[config.mk]
export PLATFORM = sky130hd
export DESIGN_NAME = mips16_single_cycle
export DESIGN_NICKNAME = d
export VERILOG_FILES = /design/src/rtl/mips16_pkg.sv /design/src/rtl/mips16_alu.sv /design/src/rtl/mips16_single_cycle.sv
export SDC_FILE = /design/constraint.sdc
export NUM_CORES = 1
export LEC_CHECK = 0
export CORE_MARGIN = 1.5
export CORE_UTILIZATION = 60
export DETAILED_ROUTE_END_ITERATION = 6
export PLACE_DENSITY = 0.78
export SLEW_MARGIN = 20
export SYNTH_ARGS = -nofsm -noshare
export SYNTH_HDL_FRONTEND = slang
export SYNTH_SLANG_ARGS = --single-unit
export TNS_END_PERCENT = 30
[constraint.sdc]
create_clock -name clk -period 9.7 [get_ports clk]
set_input_delay 0.97 -clock clk [delete_from_list [all_inputs] [get_ports clk]]
set_output_delay 0.97 -clock clk [all_outputs]
set_load 0.05 [all_outputs]
[src/rtl/mips16_pkg.sv]
// Shared constants for the 16-bit single-cycle MIPS-style core.
// Includes opcodes, ALU function codes, instruction field positions and widths.
package mips16_pkg;

  localparam int DATA_W     = 16;
  localparam int REG_AW     = 3;
  localparam int PC_W       = 4;
  localparam int NUM_REGS   = 8;
  localparam int IMEM_DEPTH = 16;
  localparam int DMEM_DEPTH = 8;

  localparam logic [3:0] OP_RTYPE = 4'd0;
  localparam logic [3:0] OP_ADDI  = 4'd1;
  localparam logic [3:0] OP_SLTI  = 4'd2;
  localparam logic [3:0] OP_LW    = 4'd3;
  localparam logic [3:0] OP_SW    = 4'd4;
  localparam logic [3:0] OP_BEQ   = 4'd5;
  localparam logic [3:0] OP_BNE   = 4'd6;
  localparam logic [3:0] OP_J     = 4'd7;
  localparam logic [3:0] OP_LLI   = 4'd8;

  localparam logic [2:0] FN_ADD = 3'd0;
  localparam logic [2:0] FN_SUB = 3'd1;
  localparam logic [2:0] FN_AND = 3'd2;
  localparam logic [2:0] FN_OR  = 3'd3;
  localparam logic [2:0] FN_XOR = 3'd4;
  localparam logic [2:0] FN_SLT = 3'd5;
  localparam logic [2:0] FN_SLL = 3'd6;
  localparam logic [2:0] FN_SRL = 3'd7;

  localparam int OP_MSB   = 15;
  localparam int OP_LSB   = 12;
  localparam int RS_MSB   = 11;
  localparam int RS_LSB   = 9;
  localparam int RT_MSB   = 8;
  localparam int RT_LSB   = 6;
  localparam int RD_MSB   = 5;
  localparam int RD_LSB   = 3;
  localparam int FN_MSB   = 2;
  localparam int FN_LSB   = 0;
  localparam int IMM6_MSB = 5;
  localparam int IMM9_MSB = 8;

  function automatic logic [DATA_W-1:0] sext6(input logic [5:0] v);
    return {{(DATA_W-6){v[5]}}, v};
  endfunction

  function automatic logic [DATA_W-1:0] zext9(input logic [8:0] v);
    return {{(DATA_W-9){1'b0}}, v};
  endfunction

endpackage

[src/rtl/mips16_alu.sv]
// Combinational 16-bit ALU shared by R-type, immediate and address arithmetic.
module mips16_alu
  import mips16_pkg::*;
(
  input  logic [DATA_W-1:0] a,
  input  logic [DATA_W-1:0] b,
  input  logic [2:0]        fn,
  output logic [DATA_W-1:0] y
);

  always_comb begin
    y = '0;
    case (fn)
      FN_ADD: y = a + b;
      FN_SUB: y = a - b;
      FN_AND: y = a & b;
      FN_OR:  y = a | b;
      FN_XOR: y = a ^ b;
      FN_SLT: y = {{(DATA_W-1){1'b0}}, ($signed(a) < $signed(b))};
      FN_SLL: y = a << b[3:0];
      FN_SRL: y = a >> b[3:0];
      default: y = '0;
    endcase
  end

endmodule

[src/rtl/mips16_single_cycle.sv]
// Tiny Tapeout wrapper: pin-loaded instruction memory, single-cycle core,
// register file, data memory and a debug byte mux on uo_out.
module mips16_single_cycle
  import mips16_pkg::*;
(
  input  logic       clk,
  input  logic       rst_n,
  input  logic       ena,
  input  logic [7:0] ui_in,
  output logic [7:0] uo_out,
  input  logic [7:0] uio_in,
  output logic [7:0] uio_out,
  output logic [7:0] uio_oe
);

  logic [DATA_W-1:0] imem_reg [IMEM_DEPTH];
  logic [DATA_W-1:0] rf_reg   [NUM_REGS];
  logic [DATA_W-1:0] dmem_reg [DMEM_DEPTH];
  logic [PC_W-1:0]   pc_reg;
  logic [PC_W-1:0]   pc_next;
  logic [PC_W-1:0]   pc_plus1;

  logic              prog_en;
  logic              prog_we;
  logic              byte_sel;
  logic [3:0]        prog_addr;
  logic              unused_ui6;

  logic [DATA_W-1:0] instr;
  logic [3:0]        op;
  logic [REG_AW-1:0] rs;
  logic [REG_AW-1:0] rt;
  logic [REG_AW-1:0] rd;
  logic [2:0]        fn;
  logic [DATA_W-1:0] imm_ext;
  logic [DATA_W-1:0] rs_val;
  logic [DATA_W-1:0] rt_val;

  logic [DATA_W-1:0] alu_b;
  logic [2:0]        alu_fn;
  logic [DATA_W-1:0] alu_y;

  logic              wr_en;
  logic [REG_AW-1:0] wr_addr;
  logic [DATA_W-1:0] wr_data;
  logic              dm_we;
  logic [2:0]        dm_addr;
  logic [DATA_W-1:0] dbg_word;

  assign prog_en    = ui_in[7];
  assign prog_we    = ui_in[5];
  assign byte_sel   = ui_in[4];
  assign prog_addr  = ui_in[3:0];
  assign unused_ui6 = ui_in[6];

  assign uio_out = 8'h00;
  assign uio_oe  = 8'h00;

  assign instr   = imem_reg[pc_reg];
  assign op      = instr[OP_MSB:OP_LSB];
  assign rs      = instr[RS_MSB:RS_LSB];
  assign rt      = instr[RT_MSB:RT_LSB];
  assign rd      = instr[RD_MSB:RD_LSB];
  assign fn      = instr[FN_MSB:FN_LSB];
  assign imm_ext = sext6(instr[IMM6_MSB:0]);
  assign rs_val  = rf_reg[rs];
  assign rt_val  = rf_reg[rt];
  assign pc_plus1 = pc_reg + 4'd1;

  mips16_alu u_alu (
    .a  (rs_val),
    .b  (alu_b),
    .fn (alu_fn),
    .y  (alu_y)
  );

  // Memory addresses reuse the ALU adder; only the low 3 bits index DMEM.
  assign dm_addr = alu_y[2:0];

  always_comb begin
    alu_b   = rt_val;
    alu_fn  = fn;
    wr_en   = 1'b0;
    wr_addr = rd;
    wr_data = alu_y;
    dm_we   = 1'b0;
    pc_next = pc_plus1;
    case (op)
      OP_RTYPE: wr_en = 1'b1;
      OP_ADDI: begin
        alu_b = imm_ext; alu_fn = FN_ADD; wr_en = 1'b1; wr_addr = rt;
      end
      OP_SLTI: begin
        alu_b = imm_ext; alu_fn = FN_SLT; wr_en = 1'b1; wr_addr = rt;
      end
      OP_LW: begin
        alu_b = imm_ext; alu_fn = FN_ADD; wr_en = 1'b1; wr_addr = rt;
        wr_data = dmem_reg[dm_addr];
      end
      OP_SW: begin
        alu_b = imm_ext; alu_fn = FN_ADD; dm_we = 1'b1;
      end
      OP_BEQ: if (rs_val == rt_val) pc_next = pc_plus1 + imm_ext[PC_W-1:0];
      OP_BNE: if (rs_val != rt_val) pc_next = pc_plus1 + imm_ext[PC_W-1:0];
      OP_J:   pc_next = instr[PC_W-1:0];
      OP_LLI: begin
        wr_en = 1'b1; wr_addr = instr[RS_MSB:RS_LSB];
        wr_data = zext9(instr[IMM9_MSB:0]);
      end
      default: ;
    endcase
  end

  always_ff @(posedge clk) begin
    if (!rst_n) begin
      pc_reg <= '0;
      for (int i = 0; i < IMEM_DEPTH; i++) imem_reg[i] <= '0;
      for (int i = 0; i < NUM_REGS; i++)   rf_reg[i]   <= '0;
      for (int i = 0; i < DMEM_DEPTH; i++) dmem_reg[i] <= '0;
    end else if (ena) begin
      if (prog_en) begin
        pc_reg <= '0;
        if (prog_we) begin
          if (byte_sel) imem_reg[prog_addr][15:8] <= uio_in;
          else          imem_reg[prog_addr][7:0]  <= uio_in;
        end
      end else begin
        pc_reg <= pc_next;
        // r0 is never written, so its reset value keeps it reading zero.
        if (wr_en && (wr_addr != '0)) rf_reg[wr_addr] <= wr_data;
        if (dm_we) dmem_reg[dm_addr] <= rt_val;
      end
    end
  end

  always_comb begin
    dbg_word = rf_reg[ui_in[2:0]];
    if (prog_en)       dbg_word = imem_reg[prog_addr];
    else if (ui_in[3]) dbg_word = {{(DATA_W-PC_W){1'b0}}, pc_reg};
    uo_out = byte_sel ? dbg_word[15:8] : dbg_word[7:0];
    if (!prog_en && ui_in[3]) uo_out = {4'b0000, pc_reg};
  end

endmodule

# [Word level (Yosys, flattened, before mapping)]
# Memories as Yosys holds them, arrays and structs flattened. A register that Yosys moved wholly into a read port is not among the register bits.
# Index checks and enable logic that the tools add are counted.
[totals] n_memories=3 rom_bits=0 elab_cells=93 latch_bits=0 reg_bits=4 mem_bits_rw=512
[op_classes] shifts=2 order_cmp=1 addsub=4 n_eq_ne=17 bitwise_logic=3 n_reduce_logical=13 n_mux=49 div_mod_pow=0 mul=0
[mem_list] name="imem_reg" words=16 width=16 rd=2 rd_clocked_by_memory_dff=1 wr=16 line_no="mips16_single_cycle.sv:16" rtl="logic [DATA_W-1:0] imem_reg [IMEM_DEPTH];"
[mem_list] name="dmem_reg" words=8 width=16 rd=1 rd_clocked_by_memory_dff=0 wr=8 line_no="mips16_single_cycle.sv:18" rtl="logic [DATA_W-1:0] dmem_reg [DMEM_DEPTH];"
[mem_list] name="rf_reg" words=8 width=16 rd=3 rd_clocked_by_memory_dff=0 wr=8 line_no="mips16_single_cycle.sv:17" rtl="logic [DATA_W-1:0] rf_reg [NUM_REGS];"
[op_table] operator="16-bit one-hot mux with 8 select lines" n=1
[op_table] operator="16-bit 2-to-1 mux" n=6
[op_table] operator="16-bit OR reduction" n=3
[op_table] operator="16-bit one-hot mux with 2 select lines" n=1
[op_table] operator="1-bit 2-to-1 mux" n=27
[op_table] operator="4-bit 2-to-1 mux" n=6
[op_table] operator="16-bit adder" n=1
[op_table] operator="16-bit AND" n=1
[op_table] operator="16-bit == test" n=1
[op_table] operator="4-bit by 3-bit == test with 1-bit output (second input constant)" n=4
[op_table] operator="16-bit < comparator" n=1
[op_table] operator="8-bit 2-to-1 mux" n=2
[op_table] operator="16-bit != test" n=1
[op_table] operator="16-bit bitwise OR" n=1
[op_table] operator="16-bit by 4-bit << shifter with 16-bit output" n=1
[op_table] operator="16-bit by 4-bit right shift with 16-bit output" n=1
[op_table] operator="16-bit subtractor" n=1
[op_table] operator="16-bit XOR" n=1
[op_table] operator="3-bit == test (second input constant)" n=4
[op_table] operator="3-bit one-hot mux with 2 select lines" n=2
[op_table] operator="4-bit one-hot mux with 3 select lines" n=1
[op_table] operator="4-bit by 2-bit == test with 1-bit output (second input constant)" n=2
[op_table] operator="3-bit by 2-bit == test with 1-bit output (second input constant)" n=2
[op_table] operator="3-bit 2-to-1 mux" n=2
[op_table] operator="14 further kinds" n=16

# [Depth between registers and ports, before layout]
[depth] depth_word=12 ltp_mapped=35 depth_no_buf=25

# [Hierarchy]
# Synthesis repeated with hierarchy kept, for this count alone.
[unflattened] cells_unflattened=2735 area_unflattened_um2=32200.9
[modules_own_cells] mod="mips16_single_cycle" n_inst=1 cells_per_inst=2190 area_each_um2=28647.5
[modules_own_cells] mod="mips16_alu" n_inst=1 cells_per_inst=545 area_each_um2=3553.4

# [Worst setup path before layout]
# Ideal clock, no wire load.
[synth_timing] path_kind="reg-to-reg" startpoint="reg (tool-made name)" endpoint="mem dmem_reg[0][0] (enable)" stages_incl_launch_ff=31 arrival_time_ns=6.379 synth_period_minus_slack_ns=6.750 slack_ns=2.950 path_buffers=8 cell_sequence="dfxtp_1 clkbuf_4 mux4_2 a22o_1 a221oi_2 o211ai_2 nand2_1 clkbuf_1 nand2_1 o21ai_1 clkbuf_1 buf_2 buf_1 ha_1 clkbuf_1 nor2b_1 o21ai_0 a21oi_1 o21ai_0 a21oi_1 o31ai_1 a21oi_1 nand4_1 nand3_1 o211a_1 a21oi_2 buf_4 nor2_1 buf_2 nand2_1 nand2_1"
[synth_rtl] item="to (decl)" line_no="mips16_single_cycle.sv:18"

==> key figures <==
Outcome
  • Status: completed

CTS
  • CTS H-tree lvls: 2
  • TritonCTS clock tree: yes
  • CTS Hold Buffers Added: 0
  • Setup bufs post-CTS: 0
  • Root Driver: clkbuf_16
  • CTS Buf Count: 55
  • Clock Sinks: 520
  • # resized after CTS: 0
  • Longest Clk Path Bufs: 3
  • Reg clk slew, reported paths: 0.06 ns
  • Worst-Skew Late Latency: 0.65 ns

Setup path
  • CP Max Fanout: 38
  • CP endpoint kind: flip-flop
  • R2R depth: 27
  • Crit start category: flip-flop
  • Arr. time, crit path: 9.14 ns
  • Worst Setup EP: rf_reg[6][4]
  • Reg2Reg Setup Slack: 1.04 ns
  • Kind of critical path: reg -> reg
  • FF-to-FF End: rf_reg[6][4]
  • CP Data Required Time: 10.18 ns

Yosys
  • Avg Synthesized Cell Area: 11.4 um2
  • Synth async-reset ratio: 0%
  • Ys Warns: 0
  • Top-count cell post-synth: edfxtp_1
  • Post-synth EDFFs: 512
  • Post-synth top flop: edfxtp_1
  • Post-synthesis cell count: 2894
  • Synth top area cells: edfxtp_1 (47%), mux4_2 (12%), and2_1 (5.2%)
  • Top-area cell type share of the netlist area: 46.5%
  • Synth Cell Area: 33100 um2
  • Synthesis-stage register bit count: 520
  • Synth top cells by count: edfxtp_1 (512), and2_1 (276), nand2_1 (252), nor2_1 (242), mux4_2 (178)
  • Post-synth top area cell: edfxtp_1
  • Register area share after synthesis: 47.0%
  • Synth cell types: 96

Routing
  • Drt pass-1 iters: 6
  • Total number of vias: 25400
  • Via density: 7.00
  • Residual DRC: 0
  • First DRT Iteration DRCs: 3797
  • Post-DR wirelength/cell: 29.0 um
  • Final ANT Viol Nets: 0
  • Routed WL: 105 mm

Floorplanning
  • Starting Density: 61.1%
  • Die width: 238 um
  • Placeable Area: 54100 um2
  • Row cnt: 85
  • Die H: 238 um
  • # IOs: 43
  • Die ar.: 56500 um2

Min path
  • Worst hold-check path type: reg -> reg

Placed design
  • Hpwl dp: 71.8 mm
  • IO Port Bufs: 25
  • Pre-CTS setup slack: 1.26 ns
  • Placed Area: 34100 um2
  • Placer's final routability congestion estimate: 1.04

Global route
  • Grt total ovfl: 0
  • Antenna violations before repair: 1
  • Global-route wire length before repair: 156 mm
  • Largest net degree at the start of global routing: 61
  • Vias in the first global route: 24800
  • All-Layer GR Usage: 37.5%

Timing
  • Slew Limit Fails: 0
  • Final Skew: 0.0590 ns
  • RSZ-0062 raised after global routing: no
  • Fmax: 116 MHz
  • Hold Vio Cnt, Final: 0
  • Crit share post-route: 89.2%
  • Min setup slack post-route: 1.04 ns
  • Final min period: 8.66 ns
  • Final setup vio count: 0
  • Max-slew headroom: 22.6%
  • Setup Total Neg Slack: 0 ns
  • Worst Max-Slew Pin Slew: 1.16 ns

Finish
  • FILL cells: 3957
  • Final nets: 2967
  • Area growth from synthesis to layout: 8.71%
  • Layout cells sized above 1: 16.4%
  • Largest register FFs: 256
  • Post-Layout Inst Area: 35900 um2

Pwr
  • Leak Pwr: 13.4 nW
  • Power Density: 233 nW/um2
  • Max VDD drop: 158 uV

Run
  • Maxcap violations: 0
==> critical path: stages (launching register included) <==
cell	delay [ns]
dfxtp_4	0.77
buf_4	0.33
and2_1	0.23
a22oi_1	0.10
and3_1	0.45
nor2_1	0.85
mux2_2	0.30
o211ai_1	0.17
and2_1	0.23
o21ai_0	0.48
inv_1	0.19
ha_1	0.48
o21ai_0	0.18
a21oi_1	0.24
o21ai_0	0.13
a21oi_1	0.25
o31ai_1	0.16
a21oi_1	0.40
nand4_1	0.16
nand3_1	0.20
o211ai_2	0.38
o21ai_4	0.29
buf_12	0.23
buf_4	0.30
a221oi_1	0.14
o21ai_1	0.30
a31oi_2	0.30
nor2_1	0.21
==> logic make-up (layout without fill, tap and decap cells) <==
logic type,after synthesis,after routing,share of synthesized area [%]
AOI/OAI and AO/OA,493,493,10.6
xor gates and xnor gates,41,41,1.09
adders and majority gates,57,57,2.22
buffers and inverters,295,305,4.11
DFF,520,520,47.0
muxes,350,350,17.4
other,1,34,0.0113
and+or+nand+nor,1137,1137,17.5
==> layer usage <==
metal	global-route usage [%]	share of wire (%)	vias to the layer above
met5	0	0	-
met4	21.1	6.3	0
met3	7.71	12	336
met2	59.0	46	1760
met1	48.7	36	12500
li1	-	-	10800
==> final cells by class <==
| class | instances | area [um2] | share of cell area (%) |
|---|---|---|---|
| clock buffers | 62 | 1400 | 3.90 |
| well taps | 696 | 871 | 2.42 |
| inverters | 57 | 216 | 0.602 |
| multi-input cells | 2110 | 16300 | 45.4 |
| repair buffers | 148 | 1170 | 3.26 |
| diodes | 2 | 5.00 | 0.0139 |
| clock inverters | 38 | 404 | 1.12 |
| flip-flops and latches | 520 | 15500 | 43.2 |
==> power by group <==
group / switching (mW) / internal (mW)
Clock: 0.918 / 1.23
Sequential: 0.0708 / 2.57
Combinational: 2.40 / 1.19
==> how the worst min path moves through the flow <==
stage	cells past startpoint	endpoint	slack [ns]	start
2_1_floorplan	1	flip-flop	0.53	pc_reg[1]
3_3_place_gp	1	flip-flop	0.59	pc_reg[2]
3_5_place_dp	1	flip-flop	0.59	pc_reg[2]
4_1_cts	1	flip-flop	0.55	pc_reg[2]
5_1_grt	1	flip-flop	0.60	pc_reg[2]
6_report	1	flip-flop	0.56	pc_reg[2]
==> cells in the final DEF, fill, tap and decap left out, types with 12 or more instances in the layout <==
cell type        count
a211oi_1            23
a21oi_1             90
a221oi_1            19
a22o_1              16
a22oi_1             20
a31oi_1             28
and2_1             276
and3_1             109
buf_4              123
clkbuf_16           55
clkdlybuf4s50_1     17
clkinv_1            12
clkinv_2            14
conb_1              32
edfxtp_1           512
ha_1                53
inv_1               53
mux2_2              22
mux2i_1            147
mux4_2             178
nand2_1            250
nand2b_1            22
nand3_1             83
nor2_1             239
nor2b_1             56
nor3_1              37
o211a_1             13
o211ai_1            15
o21a_1              13
o21ai_0            100
o21ai_1             23
o22ai_1             26
xnor2_1             30
==> through the flow <==
stage	power, mW	hold WS (ns)	utilization [%]	std cells
after global placement	6.09	0.591	63.1	3531
after CTS	8.26	0.554	66.4	3631
after global routing	8.64	0.602	66.4	3631
after detailed placement	6.14	0.588	63.1	3531
after floorplan	5.00	0.526	-	2925
final	8.38	0.559	66.4	3633
(Power assumes the default switching activity.)
